$ cat config.mk
export PLATFORM = sky130hd
export DESIGN_NAME = fifo_wr_arbiter
export DESIGN_NICKNAME = d
export VERILOG_FILES = /design/src/rtl/fifo_wr_arbiter.sv
export SDC_FILE = /design/constraint.sdc
export NUM_CORES = 1
export LEC_CHECK = 0
export ABC_AREA = 1
export BUFFER_PORTS_ARGS = -buffer_cell sky130_fd_sc_hd__buf_2
export CORE_MARGIN = 4
export CORE_UTILIZATION = 40
export DETAILED_ROUTE_END_ITERATION = 8
export GPL_TIMING_DRIVEN = 0
export MAX_ROUTING_LAYER = met4
export PLACE_DENSITY_LB_ADDON = 0.2
export SYNTH_ARGS = -nofsm -noshare
export SYNTH_HDL_FRONTEND = slang
export SYNTH_SLANG_ARGS = --single-unit
$ cat constraint.sdc
create_clock -name wclk -period 4.4 [get_ports wclk]
set_clock_uncertainty 0.1 [all_clocks]
set_input_delay 0.66 -clock wclk [delete_from_list [all_inputs] [get_ports wclk]]
set_output_delay 0.66 -clock wclk [all_outputs]
set_load 0.02 [all_outputs]
$ cat src/rtl/fifo_wr_arbiter.sv
// Round-robin arbiter sharing the FIFO write port among NUM_REQ producers.
// Each grant is a burst of up to MAX_BURST words; wfull stalls without losing the grant.
module fifo_wr_arbiter #(
  parameter int NUM_REQ   = 4,
  parameter int DW        = 8,
  parameter int MAX_BURST = 4,
  parameter int CNT_W     = 16
) (
  input  logic                       wclk,
  input  logic                       wrst_n,
  input  logic [NUM_REQ-1:0]         req_valid,
  input  logic [NUM_REQ*DW-1:0]      req_data,
  output logic [NUM_REQ-1:0]         req_ready,
  input  logic                       wfull,
  output logic                       winc,
  output logic [DW-1:0]              wdata,
  output logic [$clog2(NUM_REQ)-1:0] gnt_id,
  output logic                       busy,
  output logic [CNT_W-1:0]           word_cnt
);

  localparam int GW = $clog2(NUM_REQ);
  localparam int BW = (MAX_BURST < 2) ? 1 : $clog2(MAX_BURST);

  typedef enum logic {IDLE, BURST} state_t;

  state_t          r_state, w_state_nxt;
  logic [GW-1:0]   r_gnt_id, r_rr_ptr;
  logic [GW-1:0]   w_pick, w_idx, w_rr_nxt;
  logic            w_found;
  logic [BW-1:0]   r_burst_cnt;
  logic [CNT_W-1:0] r_word_cnt;
  logic            w_gnt_valid, w_write, w_last, w_exit;

  // First valid requester searching upward from r_rr_ptr, wrapping.
  always_comb begin
    w_found = 1'b0;
    w_pick  = r_rr_ptr;
    w_idx   = r_rr_ptr;
    for (int unsigned k = 0; k < NUM_REQ; k++) begin
      w_idx = GW'((32'(r_rr_ptr) + k) % NUM_REQ);
      if (!w_found && req_valid[w_idx]) begin
        w_found = 1'b1;
        w_pick  = w_idx;
      end
    end
  end

  assign w_gnt_valid = req_valid[r_gnt_id];
  assign w_write     = (r_state == BURST) && w_gnt_valid && !wfull;
  assign w_last      = (r_burst_cnt == BW'(MAX_BURST - 1));
  assign w_exit      = !w_gnt_valid || (w_write && w_last);
  assign w_rr_nxt    = (r_gnt_id == GW'(NUM_REQ - 1)) ? '0 : r_gnt_id + 1'b1;

  assign wdata    = req_data[r_gnt_id*DW +: DW];
  assign gnt_id   = r_gnt_id;
  assign word_cnt = r_word_cnt;

  always_comb begin
    w_state_nxt = r_state;
    winc        = 1'b0;
    req_ready   = '0;
    busy        = 1'b0;
    case (r_state)
      IDLE: begin
        if (w_found) w_state_nxt = BURST;
      end
      BURST: begin
        busy                = 1'b1;
        req_ready[r_gnt_id] = !wfull;
        winc                = w_write;
        if (w_exit) w_state_nxt = IDLE;
      end
      default: w_state_nxt = IDLE;
    endcase
  end

  always_ff @(posedge wclk or negedge wrst_n) begin
    if (!wrst_n) begin
      r_state     <= IDLE;
      r_gnt_id    <= '0;
      r_rr_ptr    <= '0;
      r_burst_cnt <= '0;
      r_word_cnt  <= '0;
    end else begin
      r_state <= w_state_nxt;
      if (r_state == IDLE && w_found) begin
        r_gnt_id    <= w_pick;
        r_burst_cnt <= '0;
      end
      if (w_write) begin
        r_burst_cnt <= r_burst_cnt + 1'b1;
        r_word_cnt  <= r_word_cnt + 1'b1;
      end
      if (r_state == BURST && w_exit) r_rr_ptr <= w_rr_nxt;
    end
  end

endmodule

==> impl_metrics.env <==
export IMPL_status="finished clean"
export IMPL_cts_resized_gates=0
export IMPL_cp_startpoint="gnt_id[0]"
export IMPL_viasPerCell=4.84
export IMPL_die_w_um=74.5
export IMPL_initial_core_util=0.427
export IMPL_setup_worst_path_start_class="flip-flop"
export IMPL_ir_drop_v=0.000327
export IMPL_synthAdderAreaFrac=0.0424
export IMPL_cts_path_max_buffers=2
export IMPL_grt_start_max_net_pins=24
export IMPL_power_density_nw_per_um2=610
export IMPL_synth_mux_area_frac=0.0254
export IMPL_critPathCaptureType="primary output"
export IMPL_die_h_um=74.5
export IMPL_cts_tree="yes"
export IMPL_max_slew_worst_pin_slew_ps=535
export IMPL_wirelength_mm=4.52
export IMPL_path_clk_slew_ps=80
export IMPL_drtAntennaViolNets=0
export IMPL_hold_viol_final=0
export IMPL_num_antenna_cells=0
export IMPL_synth_top_family_by_area="simple AND/OR/NAND/NOR gates"
export IMPL_synth_ff_latch_count=23
export IMPL_seq_area_frac_synth=0.325
export IMPL_synth_cells=248
export IMPL_period_share=0.641
export IMPL_fmax_ghz=0.355
export IMPL_grt_pass1_wl_mm=7.27
export IMPL_synth_cell_types=29
export IMPL_yosys_warnings=0
export IMPL_r2r_cells=7
export IMPL_cp_arrival_ps=2060
export IMPL_hpwl_mm=3.58
export IMPL_relSlewSlack=0.643
export IMPL_fin_util=0.538
export IMPL_postCtsHoldBufs=0
export IMPL_core_rowCount=23
export IMPL_gp_congestion=0.855
export IMPL_dr_pass1_iters=4
export IMPL_antenna_found_initial=0
export IMPL_final_nets=368
export IMPL_ff2ff_setup_slack_ps=2470
export IMPL_htree_levels=1
export IMPL_fin_ws_ps=1580
export IMPL_worstPathRequired_ps=3640
export IMPL_cp_max_fo=11
export IMPL_initialDrtViolationCount=75
export IMPL_rsz0062_at_grt="no"
export IMPL_cts_root_buf="clkbuf_8"
export IMPL_synth_compound_area_frac=0.108
export IMPL_synthToLayoutAreaGrowth_pct=25.9
export IMPL_p_leak_nw=1.26
export IMPL_rr_endpoint="r_rr_ptr[1]"
export IMPL_clock_latency_ps=260
export IMPL_die_area_um2=5550
export IMPL_yosys_area_share_simple=0.336
export IMPL_setup_viol=0
export IMPL_drcViolationCount=0
export IMPL_grt_pass1_vias=1570
export IMPL_reg2reg_from="gnt_id[0]"
export IMPL_layout_min_cycle_time_ps=2820
export IMPL_total_power_mw=1.36
export IMPL_hold_class="primary input to async pin"
export IMPL_fin_setup_tns_ps=0
export IMPL_layout_commonest_cell="buf_2"
export IMPL_numCtsBuffers=3
export IMPL_syn_nets=293
export IMPL_drive_gt1_frac=0.317
export IMPL_overflow=0
export IMPL_slew_viol_final=0
export IMPL_syn_area_per_cell_um2=7.14
export IMPL_vias=1800
export IMPL_synth_xor_xnor_area_share=0.0742
export IMPL_io_pin_count=71
export IMPL_grt_use_total=0.172
export IMPL_final_cell_mix="73 x buf_2, 65 x nand2_1, 26 x nor2_1"
export IMPL_synth_area_um2=1770
export IMPL_max_cap_violations=0
export IMPL_postCtsSetupBuffers=0
export IMPL_avgRoutedWirePerCell_um=12.1
export IMPL_dpl_worst_slack_ps=1860
export IMPL_clock_sinks=23
export IMPL_crit_type="flip-flop to primary output"
export IMPL_core_area_um2=4140
export IMPL_portBuffers=70
-- layout make-up --
type / count / area [um^2]
repair buffers: 70 / 350
flip-flops and latches: 23 / 576
well taps: 50 / 62.6
inverters: 29 / 109
plain buffers: 8 / 48.8
multi-input cells: 188 / 1040
clock buffers: 4 / 45.0
fillers: 424 / 1920
-- critical path, cell delays in order (launching register included) --
cell      delay, ps
dfrtp_1         410
buf_2           190
inv_2            70
clkbuf_1        330
buf_2           320
ha_1            180
inv_1            40
nor2_1           80
buf_2           170
-- synth_stat cells, drive strengths merged --
master  number  area [um^2]
xnor2        4         35.0
o211ai       1         7.51
ha           6         75.1
dfrtp       23          576
o22ai        8         50.1
buf          6         41.3
nand4        3         40.0
xor2        11         96.3
nor2        30          146
mux2         4         45.0
nand3       17         85.1
o21ai       26          134
nor3         6         35.0
nand2       71          282
inv         29          109
or2          1         6.26
clkbuf       2         7.51
-- where the power goes --
group,switching (mW),internal [mW]
clock network,0.0642,0.0646
registers,0.0756,0.270
logic,0.584,0.302
-- worst max path at each step --
stage,end,slack [ps]
after global placement,req_ready[0],1890
final,req_ready[2],1580
after floorplan,req_ready[2],2000
after global routing,req_ready[0],1400
after detailed placement,req_ready[0],1860
after CTS,req_ready[0],1560
-- metrics by stage --
step | cell area [um^2] | cells | hold slack [ps]
global placement | 2180 | 368 | 359
floorplan | 1770 | 248 | 264
CTS | 2230 | 372 | 279
global route | 2230 | 372 | 318
detailed placement | 2180 | 368 | 368
finish | 2230 | 372 | 270
-- layer usage --
metal  routed length (um)  up-vias  GRT usage
li1                     -      948          -
met1                 2180      807      0.238
met2                 2020       41      0.260
met3                  273        4     0.0365
met4                   44        0     0.0356
met5                    0        -          -
-- registers in the layout, indices dropped and copies added (netlist names) --
name / count
r_burst_cnt: 2
gnt_id: 2
r_state: 1
word_cnt: 16
r_rr_ptr: 2
-- cell families after synthesis --
| logic type | count (synthesis) |
|---|---|
| simple gates | 128 |
| compound gates | 35 |
| mux | 4 |
| fa+ha+maj | 6 |
| xor+xnor | 15 |
| flops | 23 |
| buf+inv | 37 |
(Power assumes the default switching activity.)
